<file path="config.mk">
export PLATFORM = sky130hd
export DESIGN_NAME = sqrt_iterative_param_flat
export DESIGN_NICKNAME = d
export VERILOG_FILES = /design/src/rtl/sqrt_if.sv /design/src/rtl/sqrt_iterative_param.sv /design/src/flat_wrapper.sv
export SDC_FILE = /design/constraint.sdc
export NUM_CORES = 1
export LEC_CHECK = 0
export CAP_MARGIN = 20
export CORE_MARGIN = 1
export CORE_UTILIZATION = 56
export CTS_BUF_LIST = sky130_fd_sc_hd__clkbuf_4 sky130_fd_sc_hd__clkbuf_8
export DETAILED_ROUTE_END_ITERATION = 10
export PLACE_DENSITY = 0.88
export SYNTH_ARGS = -nofsm -noshare
export SYNTH_HDL_FRONTEND = slang
export SYNTH_SLANG_ARGS = --single-unit
</file>
<file path="constraint.sdc">
create_clock -name clk -period 2.4 [get_ports clk]
set_input_delay 0.6 -clock clk [delete_from_list [all_inputs] [get_ports clk]]
set_output_delay 0.6 -clock clk [all_outputs]
set_load 0.005 [all_outputs]
</file>
<file path="src/rtl/sqrt_if.sv">
// Start/ready/done handshake bundle for the iterative square-root unit.
// The master side drives the request. The slave side returns status and results.
interface sqrt_if #(
    parameter int WIDTH = 16
);
    localparam int RW = WIDTH / 2;

    logic             start_i;
    logic [WIDTH-1:0] radicand_i;
    logic             ready_o;
    logic             busy_o;
    logic             done_o;
    logic [RW-1:0]    root_o;
    logic [RW:0]      rem_o;

    modport master (
        output start_i, radicand_i,
        input  ready_o, busy_o, done_o, root_o, rem_o
    );

    modport slave (
        input  start_i, radicand_i,
        output ready_o, busy_o, done_o, root_o, rem_o
    );
endinterface

</file>
<file path="src/rtl/sqrt_iterative_param.sv">
// Iterative integer square root: root = floor(sqrt(x)) and rem = x - root^2.
// Restoring bit-pair method with one root bit per clock and fixed latency.
module sqrt_iterative_param #(
    parameter int WIDTH = 16
) (
    input  logic  clk,
    input  logic  rst,
    sqrt_if.slave bus
);
    localparam int RW = WIDTH / 2;
    localparam int CW = (RW > 1) ? $clog2(RW) : 1;

    generate
        if ((WIDTH % 2) != 0 || WIDTH < 4) begin : g_bad_width
            $error("sqrt_iterative_param: WIDTH must be even and >= 4");
        end
    endgenerate

    typedef enum logic [1:0] {
        IDLE = 2'd0,
        CALC = 2'd1,
        DONE = 2'd2
    } state_t;

    state_t           state_reg;
    logic [CW-1:0]    cnt_reg;
    logic [WIDTH-1:0] x_sh_reg;
    logic [RW+1:0]    acc_reg;
    logic [RW-1:0]    root_work_reg;
    logic [RW-1:0]    root_reg;
    logic [RW:0]      rem_reg;
    logic             ready_reg;
    logic             busy_reg;
    logic             done_reg;

    // One iteration: bring down the next bit pair and try subtracting {root, 01}.
    logic [RW+3:0] trial_a;
    logic [RW+3:0] trial_t;
    logic [RW+3:0] trial_diff;
    logic          fits;
    logic [RW+1:0] acc_next;
    logic [RW-1:0] root_next;

    always_comb begin
        trial_a    = {acc_reg, x_sh_reg[WIDTH-1 -: 2]};
        trial_t    = {2'b00, root_work_reg, 2'b01};
        trial_diff = trial_a - trial_t;
        fits       = (trial_a >= trial_t);
        acc_next   = fits ? trial_diff[RW+1:0] : trial_a[RW+1:0];
        root_next  = {root_work_reg[RW-2:0], fits};
    end

    // The remainder never exceeds 2*root, so the top difference bits are always zero.
    logic unused_diff_bits;
    assign unused_diff_bits = ^trial_diff[RW+3:RW+2];

    always_ff @(posedge clk) begin
        if (rst) begin
            state_reg     <= IDLE;
            cnt_reg       <= '0;
            x_sh_reg      <= '0;
            acc_reg       <= '0;
            root_work_reg <= '0;
            root_reg      <= '0;
            rem_reg       <= '0;
            ready_reg     <= 1'b1;
            busy_reg      <= 1'b0;
            done_reg      <= 1'b0;
        end else begin
            case (state_reg)
                IDLE, DONE: begin
                    done_reg <= 1'b0;
                    if (bus.start_i) begin
                        x_sh_reg      <= bus.radicand_i;
                        acc_reg       <= '0;
                        root_work_reg <= '0;
                        cnt_reg       <= '0;
                        state_reg     <= CALC;
                        ready_reg     <= 1'b0;
                        busy_reg      <= 1'b1;
                    end else begin
                        state_reg <= IDLE;
                        ready_reg <= 1'b1;
                        busy_reg  <= 1'b0;
                    end
                end
                CALC: begin
                    x_sh_reg      <= {x_sh_reg[WIDTH-3:0], 2'b00};
                    acc_reg       <= acc_next;
                    root_work_reg <= root_next;
                    if (cnt_reg == CW'(RW - 1)) begin
                        state_reg <= DONE;
                        root_reg  <= root_next;
                        rem_reg   <= acc_next[RW:0];
                        done_reg  <= 1'b1;
                        ready_reg <= 1'b1;
                        busy_reg  <= 1'b0;
                    end else begin
                        cnt_reg <= cnt_reg + CW'(1);
                    end
                end
                default: begin
                    state_reg <= IDLE;
                    ready_reg <= 1'b1;
                    busy_reg  <= 1'b0;
                    done_reg  <= 1'b0;
                end
            endcase
        end
    end

    assign bus.ready_o = ready_reg;
    assign bus.busy_o  = busy_reg;
    assign bus.done_o  = done_reg;
    assign bus.root_o  = root_reg;
    assign bus.rem_o   = rem_reg;
endmodule

</file>
<file path="src/flat_wrapper.sv">
// flat-port wrapper written by rule: the top's interface ports become plain ports
module sqrt_iterative_param_flat 
#(
    parameter int WIDTH = 16
)
  (clk, rst, bus_start_i, bus_radicand_i, bus_ready_o, bus_busy_o, bus_done_o, bus_root_o, bus_rem_o);
  sqrt_if #(.WIDTH(WIDTH)) bus_i ();
  input  logic clk;
  input  logic rst;
  input wire logic [$bits(bus_i.start_i)-1:0] bus_start_i;
  input wire logic [$bits(bus_i.radicand_i)-1:0] bus_radicand_i;
  output wire logic [$bits(bus_i.ready_o)-1:0] bus_ready_o;
  output wire logic [$bits(bus_i.busy_o)-1:0] bus_busy_o;
  output wire logic [$bits(bus_i.done_o)-1:0] bus_done_o;
  output wire logic [$bits(bus_i.root_o)-1:0] bus_root_o;
  output wire logic [$bits(bus_i.rem_o)-1:0] bus_rem_o;
  assign bus_i.start_i = bus_start_i;
  assign bus_i.radicand_i = bus_radicand_i;
  assign bus_ready_o = bus_i.ready_o;
  assign bus_busy_o = bus_i.busy_o;
  assign bus_done_o = bus_i.done_o;
  assign bus_root_o = bus_i.root_o;
  assign bus_rem_o = bus_i.rem_o;
  sqrt_iterative_param #(.WIDTH(WIDTH)) u_core (.clk(clk), .rst(rst), .bus(bus_i));
endmodule
</file>
== Word-level counts from Yosys, hierarchy flattened ==
Cells that the tools add are included.

* Flip-flop bits (word level): 59
* Word-level logic and storage cells: 46
* Output and inout bits: 20

* Equality and inequality tests: 6
* $add $sub $neg: 2
* $lt $le $gt $ge: 1
* Bitwise logic cells: 1
* Muxes and demuxes: 19
* Reductions and logical operators: 7

{| class="wikitable"
|+ Operators by type and width
! cell !! number
|-
| 16-bit one-hot mux with 2 select lines || 1
|-
| 10-bit 2-to-1 mux || 2
|-
| 10-bit one-hot mux with 2 select lines || 1
|-
| 16-bit 2-to-1 mux || 1
|-
| 8-bit one-hot mux with 2 select lines || 1
|-
| 12-bit by 10-bit >= comparator with 1-bit output || 1
|-
| 10-bit subtractor || 1
|-
| 8-bit 2-to-1 mux || 1
|-
| 3-bit 2-to-1 mux || 2
|-
| 3-bit one-hot mux with 2 select lines || 1
|-
| 1-bit 2-to-1 mux || 5
|-
| 2-bit != test, second input constant || 2
|-
| 1-bit one-hot mux with 2 select lines || 2
|-
| 2-bit one-hot mux with 2 select lines || 1
|-
| 2-bit AND reduction || 2
|-
| 2-bit OR reduction || 2
|-
| 3-bit by 1-bit adder with 3-bit output, second input constant || 1
|-
| 3-bit equality test, second input constant || 1
|-
| 3-bit AND reduction || 1
|-
| 2-bit by 1-bit equality test with 1-bit output, second input constant || 1
|-
| 2-bit equality test, second input constant || 1
|-
| 2-bit logical NOT || 1
|-
| 2-bit 2-to-1 mux || 1
|-
| 2-bit by 1-bit != test with 1-bit output, second input constant || 1
|-
| other kinds (2) || 2
|}

== Logic depth before layout (Yosys ltp) ==
* Depth in word-level cells: 4
* Depth in mapped cells: 9
* Depth with buffers taken out: 8

== Worst setup path after synthesis ==
OpenSTA, ideal clock, no wires.

* Path kind: register to register
* Start point: register u_core.root_work_reg[3]
* End point: register u_core.rem_reg[2] (netlist: u_core.bus.rem_o[2])
* Required time: 2314 ps
* Path buffers: 1
* Stages on the path, launching flop included: 10
* Data arrival time: 1896 ps
* Path slack: 418 ps
* Cells stage by stage: dfxtp_1 > inv_1 > ha_1 > a211oi_2 > o211ai_2 > a31oi_4 > or2_1 > buf_2 > a21oi_1 > a211oi_1

* Cells in the longest elaborated chain, start to end: 2

{| class="wikitable"
|+ Ends and longest elaborated chain
! item !! RTL line !! RTL
|-
| start, declared || sqrt_iterative_param.sv:29 || <nowiki>logic [RW-1:0] root_work_reg;</nowiki>
|-
| start signal, assigned || sqrt_iterative_param.sv:90 || <nowiki>root_work_reg <= root_next;</nowiki>
|-
| 12-bit by 10-bit >= comparator with 1-bit output || sqrt_iterative_param.sv:48 || <nowiki>fits = (trial_a >= trial_t);</nowiki>
|-
| 10-bit 2-to-1 mux || sqrt_iterative_param.sv:49 || <nowiki>acc_next = fits ? trial_diff[RW+1:0] : trial_a[RW+1:0];</nowiki>
|-
| end signal, assigned || sqrt_iterative_param.sv:94 || <nowiki>rem_reg <= acc_next[RW:0];</nowiki>
|-
| end, declared || sqrt_iterative_param.sv:31 || <nowiki>logic [RW:0] rem_reg;</nowiki>
|}

No other way between the ends.
A chain may end at the register's enable or synchronous reset.

== Worst setup path after layout ==
* Start point: register u_core.root_work_reg[3]
* End point: register u_core.acc_reg[4]

* Cells in the longest elaborated chain, start to end: 3

{| class="wikitable"
|+ Ends and longest elaborated chain
! item !! RTL line !! RTL
|-
| 12-bit by 10-bit >= comparator with 1-bit output || sqrt_iterative_param.sv:48 ||
|-
| 10-bit 2-to-1 mux || sqrt_iterative_param.sv:49 ||
|-
| 10-bit one-hot mux with 2 select lines || sqrt_iterative_param.sv:70 || <nowiki>case (state_reg)</nowiki>
|-
| end signal, assigned || sqrt_iterative_param.sv:89 || <nowiki>acc_reg <= acc_next;</nowiki>
|-
| end, declared || sqrt_iterative_param.sv:28 || <nowiki>logic [RW+1:0] acc_reg;</nowiki>
|}

No other way between the ends.

==> impl_results.md <==
* Post-route cell area at 3350 um^2
* Number of synthesized flops with an enable pin at 0
* Top_reg_cell synth: sky130_fd_sc_hd__dfxtp_1
* Setup crit end kind: register
* Flops & latches, synth at just under 60
* Required arrival time at the worst endpoint at between 2 and 3 ns
* Final RePlAce weighted congestion at approximately 0.89
* First-pass GRT wire length at between 10 and 15 mm
* Actual slew at the worst max-slew pin at 0.618 ns
* DRT Wirelength at 6.45 mm
* Fill count at around 330
* Met2 wire len at between 3 and 4 mm
* Final HPWL DP at 4.52 mm
* Unrepaired setup endpoints after global routing: no
* Worst slew margin at 58.5%
* Commonest non-fill, non-tap cell in the layout: sky130_fd_sc_hd__dfxtp_1
* Power density over the cells at 1310 nW/um^2
* CTS HTree Levels at 3
* CTS tree: done
* Count of buffers inserted at the top-level ports at 38
* Die width at approximately 70 um
* Final number of setup-violating endpoints at 0
* Vias per Instance at between 5 and 6
* All-Layer GR Usage at between 20% and 30%
* Number of sinks driven by the clock tree at a little under 60
* Total Nets Final at ~390
* CP arrival at 2.36 ns
* Initial drt markers at between 150 and 200
* Drt wl/cell at 15.6 um
* Cell area after technology mapping at approximately 2700 um^2
* Peak supply drop at 0.659 mV
* Insertion delay of the later-clocked pin in the worst-skew pair at 0.34 ns
* Largest area contributor in the synthesized netlist: sky130_fd_sc_hd__dfxtp_1
* Number of antenna violations at the first check in global routing at 0
* Sum of negative setup slack at 0 ns
* Metal-1 WL at 2.83 mm
* Post-Synthesis Net Count at about 350
* Maximum number of pins on one net before global-route repair at 27
* Peak Freq at between 400 and 500 MHz
* Total of warnings raised by yosys at 0
* Post-synthesis average cell area at 8.57 um^2
* Clock slew at reported path FFs at around 0.07 ns
* Cell area reported after detailed placement at ~3200 um^2
* Sequential-to-total area share from yosys stat at between 40% and 50%
* Number of buffers inserted during clock tree synthesis at 9
* Length of routed met3 wiring at 271 um
* Number of max-cap violations at 0
* Proportion of netlist area held by the largest area contributor at a little over two fifths
* Time the final worst path needs with I/O delays and setup at between 2 and 2.5 ns
* Number of instances in the synthesized netlist at 317
* Category of the most critical setup path: register to register
* Post-detailed-route count of antenna-violating nets at 0
* Cell chosen for the clock root: sky130_fd_sc_hd__clkbuf_8
* Detailed-route via count at ~2400
* Setup Slack @ Placement at roughly 0.15 ns
* Leakage at roughly 0.0013 uW
* Count of boundary I/O pins at 39
* Core footprint at 4500 um^2
* Initial core utilization at between 60% and 70%
* Kind of path behind the tightest hold check: register to register
* Number of max-slew violations in the final report at 0
* FFs w/ async S/R, synth at 0%
* Vias in the first global route at 2346
* Final Hold Vio Count at 0
* Share of post-route cells with drive strength above 1 at roughly 9%
* Biggest area contributors in the synthesized netlist: sky130_fd_sc_hd__dfxtp_1, sky130_fd_sc_hd__nor2_1, sky130_fd_sc_hd__mux2i_1
* Number of search-and-repair iterations in the first detailed-routing pass at 4
* Worst-case setup margin in the final layout at between 0.2 and 0.25 ns
* Layout-stage area growth over the synthesis result at 23.4%
* Standard-cell rows at 24
* Post-synthesis cell type count at slightly above 40
* Largest register FFs at 16
* Final worst path period share at between 80% and 90%
* Antenna Diode Count at 0
* Overflow after GRT at 0
* Count of unresolved DRC violations after routing at 0
* Highest routing layer actually used: met4
* Area enclosed by the die boundary at between 5000 and 6000 um^2
* Number of buffers inserted to repair setup after CTS at 0
* Most frequent cells in the layout: sky130_fd_sc_hd__dfxtp_1, sky130_fd_sc_hd__nor2_1, sky130_fd_sc_hd__clkdlybuf4s50_1
* Clk buf depth at 2
* CP Launch Type: register
* Run status: completed
* Setup skew after layout at 0.00755 ns
* CP max FO at 9
* Die boundary height at 71.7 um
[worst paths after layout]
check | from | end | slack [ns] | cells after the start
worst max-delay path | u_core.root_work_reg[3]$_SDFFE_PP0P_ | u_core.acc_reg[4]$_SDFFE_PP0P_ | 0.25 | 8
worst min-delay path | u_core.bus.root_o[1]$_SDFFE_PP0P_ | u_core.bus.root_o[1]$_SDFFE_PP0P_ | 0.45 | 2
worst max register to register | u_core.root_work_reg[3]$_SDFFE_PP0P_ | u_core.acc_reg[4]$_SDFFE_PP0P_ | 0.25 | 8
worst min register to register | u_core.bus.root_o[1]$_SDFFE_PP0P_ | u_core.bus.root_o[1]$_SDFFE_PP0P_ | 0.45 | 2
[through the flow]
stage                     std cells  utilization (%)  hold slack, ns  power, uW
after floorplan                 317                -           0.430       3010
after global placement          396             70.1           0.442       3430
after detailed placement        396             70.1           0.446       3460
after CTS                       412             74.3           0.454       4320
after global routing            412             74.5           0.478       4710
final                           412             74.5           0.451       4410
[report_power, final]
group          total, uW  leakage (uW)  switching [uW]  internal, uW
clock network        858      0.000103             378           479
registers           1180      0.000472             101          1080
logic               2370      0.000704            1380           990
[cells in the mapped netlist, types with 3 or more instances]
library cell,n
sky130_fd_sc_hd__nand2b_1,3
sky130_fd_sc_hd__dfxtp_1,58
sky130_fd_sc_hd__nor2_1,48
sky130_fd_sc_hd__a21oi_1,21
sky130_fd_sc_hd__nand2_1,28
sky130_fd_sc_hd__ha_1,12
sky130_fd_sc_hd__mux2i_1,16
sky130_fd_sc_hd__o21a_1,3
sky130_fd_sc_hd__nor2b_1,6
sky130_fd_sc_hd__nor3b_1,3
sky130_fd_sc_hd__a22oi_1,11
sky130_fd_sc_hd__xnor2_1,5
sky130_fd_sc_hd__o211ai_1,3
sky130_fd_sc_hd__a211oi_1,21
sky130_fd_sc_hd__o21ai_0,4
sky130_fd_sc_hd__inv_1,11
sky130_fd_sc_hd__o21ai_1,8
sky130_fd_sc_hd__clkbuf_1,17
sky130_fd_sc_hd__nor3_1,6
[routing by layer]
metal / global-route usage [%] / up-vias
met1: 34.3 / 1139
met2: 47.4 / 67
met4: 12.2 / 0
li1: - / 1201
met5: 0 / -
met3: 7.45 / 11
[kinds of logic (layout without fill, tap and decap cells)]
kind of cell	after synthesis	after routing	share of synthesized area, %
and+or+nand+nor	108	108	17.9
AOI/OAI and AO/OA	87	87	22.0
DFF	58	58	42.7
buffers and inverters	31	74	4.37
muxes	16	16	5.89
adders and majority gates	12	12	5.52
xor gates and xnor gates	5	5	1.61
[critical path, stage by stage (launching register included)]
cell and delay, ns:
sky130_fd_sc_hd__dfxtp_1 0.37, sky130_fd_sc_hd__inv_1 0.06, sky130_fd_sc_hd__ha_1 0.42, sky130_fd_sc_hd__a211oi_2 0.12
sky130_fd_sc_hd__o211ai_2 0.22, sky130_fd_sc_hd__a31oi_4 0.08, sky130_fd_sc_hd__nor2_4 0.31, sky130_fd_sc_hd__mux2i_1 0.33
sky130_fd_sc_hd__o21ai_1 0.11
[cell type report]
cell class / instances / area [um^2] / area share, %
repair buffers: 47 / 448 / 13.4
well taps: 52 / 65.1 / 1.94
flip-flops and latches: 58 / 1160 / 34.6
inverters: 11 / 41.3 / 1.23
clock inverters: 2 / 10.0 / 0.298
multi-input cells: 228 / 1450 / 43.2
clock buffers: 14 / 180 / 5.37
[what timing repair did]
action                                  4_1_cts  5_1_grt
gates resized for setup                       0        3
hold buffers                                  0        0
endpoints found under the setup margin        0        5
Note: power is estimated with default switching activity, not from simulation.
==> RTL edit 1, RTL diff (same flow settings) <==
`WIDTH` is set to 16 in 3 places; all go to 32.
--- a/src/rtl/sqrt_if.sv
+++ b/src/rtl/sqrt_if.sv
@@ -3,3 +3,3 @@
 interface sqrt_if #(
-    parameter int WIDTH = 16
+    parameter int WIDTH = 32
 );
--- a/src/rtl/sqrt_iterative_param.sv
+++ b/src/rtl/sqrt_iterative_param.sv
@@ -3,3 +3,3 @@
 module sqrt_iterative_param #(
-    parameter int WIDTH = 16
+    parameter int WIDTH = 32
 ) (
--- a/src/flat_wrapper.sv
+++ b/src/flat_wrapper.sv
@@ -3,3 +3,3 @@
 #(
-    parameter int WIDTH = 16
+    parameter int WIDTH = 32
 )
Interface: changed (resized bus_radicand_i, bus_rem_o and bus_root_o); port bits go from 39 to 71. The function was not compared with the original's and may differ.
==> RTL edit 1 against the unedited design <==
Power increased by 79%; sequential cell count increased by 49; critical path depth increased by 2; routed wire length increased by 100%; worst setup slack got worse by 0.20 ns; core utilization decreased by 0.81 points; cell area increased by 91%; synthesized area increased by 85%; largest power group unchanged.
==> RTL edit 1: results (changes against the unedited design) <==
outcome=finished, final reports clean; Critical R2R Launch=u_core.root_work_reg[1]$_SDFFE_PP0P_; flip-flop count of the largest register after layout=32 (+16); initial antenna violation count=0 (unchanged); asr flop ratio synth=0% (unchanged); Critical Path Start Type=flop; sequential area share after synthesis=42.6% (-0.085 points); port bufs=70 (+84%); Mapped Nets=666 (+91%); Worst Hold Depth=2 (unchanged); GRT Util Overall=27.2% (-1.1 points); CP arrival=2.63 ns (+0.27 ns); DP Area=5910 um^2 (+87%); RePlAce Congestion=0.896 (+1.1%); measured slew at the worst slew-check pin=1.10 ns (+0.482 ns); mean routed wirelength per cell=16.4 um (+5.0%); Netlist cell types=55 (+34%); top cells by count, synth=nand2_1, dfxtp_1, nor2_1; Pre-antenna DRT Iters=5 (+1); post-DP HPWL=9150 um (+100%); R2R depth=10 (+2); clock tree sinks=107 (+84%); Sw Share=41.4% (-0.80 points); DRT iter0 DRCs=212 (+9.3%); first-pass GRT wire length=20900 um (+90%); H-tree lvl count=3 (unchanged); Pleak=0.00242 uW (+89%); CTS Buf Count=9 (unchanged); r2r endpoint=u_core.bus.rem_o[3]$_SDFFE_PP0P_; clock latency at the later pin of the worst-skew pair=0.37 ns (+0.03 ns); number of global-route vias before repair=4434 (+89%); final net count=744 (+93%); Yosys warning count=0 (unchanged); worst setup path endpoint=u_core.bus.rem_o[3]$_SDFFE_PP0P_; Place WS=-0.0425 ns (-0.193 ns); via count=4688 (+94%); root buf cell=clkbuf_8; dominant cells by area after synthesis=dfxtp_1, nand2_1, a311oi_1, nor2_1, ha_1; largest net degree at the start of global routing=57 (+110%); Crit Path Max Fanout=6 (-3); period utilization=97.9% (+8.2 points); flop2flop setup slack=0.05 ns (-0.20 ns); layout cells sized above 1=15.5% (+6.7 points); Hold Crit Class=flop to flop; Peak VDD IR=0.844 mV (+28%); CTS Buffer Depth=2 (unchanged); Hold Path End=u_core.bus.root_o[6]$_SDFFE_PP0P_; Hold Startpoint=u_core.bus.root_o[6]$_SDFFE_PP0P_; Fin Clk Skew=0.00926 ns (+0.00171 ns); clock slew at reported path FFs=0.10 ns (+0.03 ns); antenna fix cells=0 (unchanged)
RTL edit 1: changes by cell type after synthesis, moves of 6 or more:
cell,change
a211oi_1,-14
o21ai_0,+28
nor2_1,+22
inv_1,+13
a22oi_1,-7
nand2b_1,+6
a311oi_1,+32
nand2_1,+102
ha_1,+7
buf_1,+6
a22o_1,+9
dfxtp_1,+49
clkbuf_1,+7
RTL edit 1: critical path, stage by stage, from the launching register on:
cell and delay (ns):
dfxtp_2 0.37, inv_2 0.06, ha_4 0.23, o211ai_1 0.29, a21oi_4 0.08, o31a_1 0.32
a21oi_2 0.17, a22oi_2 0.12, buf_6 0.19, mux2i_2 0.16, a211oi_1 0.26
RTL edit 1: through the flow:
stage / hold slack [ns] / power (uW) / std cells
floorplan: 0.425 / 4790 / 612
global placement: 0.434 / 5620 / 782
detailed placement: 0.445 / 5690 / 782
CTS: 0.460 / 6990 / 799
global route: 0.482 / 8260 / 803
finish: 0.458 / 7870 / 803
RTL edit 1: cell families (layout without fill, tap and decap cells):
| kind of cell | after synthesis | count (layout) | share of synthesized area (%) |
|---|---|---|---|
| adders and majority gates | 19 | 19 | 4.73 |
| xor gates and xnor gates | 13 | 13 | 2.27 |
| muxes | 15 | 15 | 3.06 |
| buffers and inverters | 62 | 145 | 5.38 |
| DFF | 107 | 107 | 42.6 |
| and+or+nand+nor | 235 | 235 | 19.1 |
| AOI/OAI and AO/OA | 161 | 161 | 22.8 |
RTL edit 1: power groups by stage:
stage	Clock [uW]	Combinational, uW	Sequential [uW]
detailed placement	0	3620	2070
global placement	0	3560	2070
global route	1150	5020	2090
finish	1080	4720	2080
CTS	1080	3880	2040
floorplan	0	2750	2030
RTL edit 1: metal layers:
| metal | wire, um | part of all wire [%] | up-vias | track usage (%) |
|---|---|---|---|---|
| li1 | - | - | 2298 | - |
| met1 | 5680 | 43 | 2180 | 34.5 |
| met2 | 6430 | 49 | 171 | 47.5 |
| met3 | 714 | 5.4 | 39 | 4.34 |
| met4 | 371 | 2.8 | 0 | 8.27 |
| met5 | 0 | 0 | - | 0 |
RTL edit 1: layout make-up:
| cell class | instances | area (um^2) |
|---|---|---|
| Tap cell | 108 | 135 |
| Clock buffer | 11 | 145 |
| Fill cell | 608 | 2300 |
| Clock inverter | 5 | 46.3 |
| Inverter | 24 | 90.1 |
| Multi-Input combinational cell | 443 | 2880 |
| Sequential cell | 107 | 2150 |
| Timing Repair Buffer | 105 | 970 |
RTL edit 1: what timing repair did:
action | 4_1_cts | 5_1_grt
cloned | 0 | 0
gates resized for setup | 6 | 48
buffers inserted | 1 | 4
setup endpoints to repair | 6 | 34
pin swaps | 1 | 12
==> RTL edit 2, RTL diff (same settings) <==
Made on the original files. Encoding of `state_t`: now one-hot (3 bits for 3 states).
--- a/src/rtl/sqrt_iterative_param.sv
+++ b/src/rtl/sqrt_iterative_param.sv
@@ -18,6 +18,6 @@
 
-    typedef enum logic [1:0] {
-        IDLE = 2'd0,
-        CALC = 2'd1,
-        DONE = 2'd2
+    typedef enum logic [2:0] {
+        IDLE = 3'b001,
+        CALC = 3'b010,
+        DONE = 3'b100
     } state_t;
Behaviour: same outputs for any inputs over 10 cycles, from zero or initial values and one cycle with rst high; not proved beyond that.
==> RTL edit 2 against the unedited design <==
Global-route usage is 1.2 points lower; core utilization hardly changed; cell area grew 6.2%; sequential share of layout area decreased by 1.5 points; synthesized cell count increased by 3.8%; non-clock buffer count up 3; die area grew 3.5%; routed wire length up 1.3%; sequential cell count grew 1; clock skew rose by 0.0018 ns; worst setup slack got worse by 0.12 ns; via count rose by 4.8%; synthesized area increased by 3.6%; critical path type unchanged; largest cell class unchanged; highest routed layer unchanged.
Power is not compared: it rests on default switching activity, and its combinational part moved more than twofold at a synthesized area within 25%.
==> RTL edit 2: results (changes against the unedited design) <==
dominant cells by area after synthesis=dfxtp_1, mux2i_1, ha_1, nand2_1, nor2_1; Hold Path End=u_core.bus.root_o[7]$_SDFFE_PP0P_; number of global-route vias before repair=2382 (+1.5%); Peak VDD IR=0.734 mV; top cells by count, synth=dfxtp_1, nand2_1, nor2_1; Post-Route M1 WL=2720 um (-4.1%); via count=2534 (+4.8%); GRT met2 Usage=45.8% (-1.6 points); Fin Clk Skew=0.00933 ns (+0.00177 ns); Highest Signal Layer=met4; Max stage delay on crit path=0.38 ns (-0.04 ns); XOR/XNOR Fraction of Synth Area=1.56% (-0.056 points); flop2flop setup slack=0.13 ns (-0.12 ns); Worst Setup SP=u_core.root_work_reg[1]$_SDFFE_PP0P_; WL met3=346 um (+28%); final WL=6530 um (+1.3%); period utilization=94.6% (+4.9 points); Mapped Nets=360 (+3.4%); r2r endpoint=u_core.acc_reg[7]$_SDFFE_PP0P_; M3 GR Usage=8.98% (+1.5 points); Crit Path Max Fanout=5 (-4); setup bufs post-CTS=0 (unchanged); GRT Util Overall=27.1% (-1.2 points); final net count=401 (+3.9%); Seq/total area=33.2% (-1.5 points); post-DP HPWL=4430 um (-2.0%); met2 wire len=3220 um (-0.12%); sequential area share after synthesis=42.0% (-0.77 points); DRT iter0 DRCs=133 (-31%); first-pass GRT wire length=10700 um (-2.8%); clock latency at the later pin of the worst-skew pair=between 0.3 and 0.4 ns; area leader, netlist=dfxtp_1; Adder-Cell Fraction of Synth Area=5.33% (-0.19 points); fillers=330 (+0.92%); Int Power=1920 uW; CP arrival=2.49 ns (+0.13 ns); mux cell area share after synthesis=8.18% (+2.3 points); area of the multi-input gates=1510 um^2 (+4.4%); Netlist cell types=49 (+20%); R2R depth=9 (+1); Post-CTS Resized=1 (+1); Signal buf overhead=13.6% (+0.20 points); M1 GR Usage=30.1% (-4.2 points); largest net degree at the start of global routing=39 (+44%); flops & latches, synth=59 (+1.7%); Place WS=0.0322 ns (-0.119 ns); #MultiIn Comb=236 (+3.5%); outcome=finished, final reports clean; Inverters excl. clock=14 (+3); measured slew at the worst slew-check pin=0.592 ns (-0.0260 ns); Fin Setup TNS=0 ns (unchanged); asr flop ratio synth=0% (unchanged); layout cells sized above 1=10.9% (+2.0 points); Hold Startpoint=u_core.bus.root_o[7]$_SDFFE_PP0P_; clk tree area frac=6.99% (+1.3 points); RePlAce Congestion=0.946 (+6.8%); CLK BUF=10 (-4); Signal buffers=50 (+6.4%); Synth Area in Compound Gates=18.7% (-3.3 points); hold_buf cts=0 (unchanged)
[RTL edit 2: cell count changes after synthesis, moves of 3 or more]
cell,change
a22oi_1,-9
a211oi_1,-5
o21ai_0,+20
o21ai_1,-6
inv_1,+3
clkbuf_1,-3
nor3_1,+5
nor2_1,-12
mux2i_1,+7
nand2_1,+9
nor2b_1,-3
[RTL edit 2: metrics by stage]
stage | instance area, um^2 | std cells | power, uW | util (%) | hold slack (ns)
2_1_floorplan | 2820 | 329 | 1310 | - | 0.419
3_3_place_gp | 3280 | 426 | 1400 | 68.6 | 0.433
3_5_place_dp | 3280 | 426 | 1410 | 68.6 | 0.448
4_1_cts | 3530 | 442 | 2540 | 73.8 | 0.457
5_1_grt | 3560 | 442 | 2640 | 74.4 | 0.478
6_report | 3560 | 442 | 2560 | 74.4 | 0.457
[RTL edit 2: worst min-delay path: stages, from the launching register on]
cell and delay, ns:
dfxtp_1 0.31, nand2_1 0.05, a21oi_1 0.05
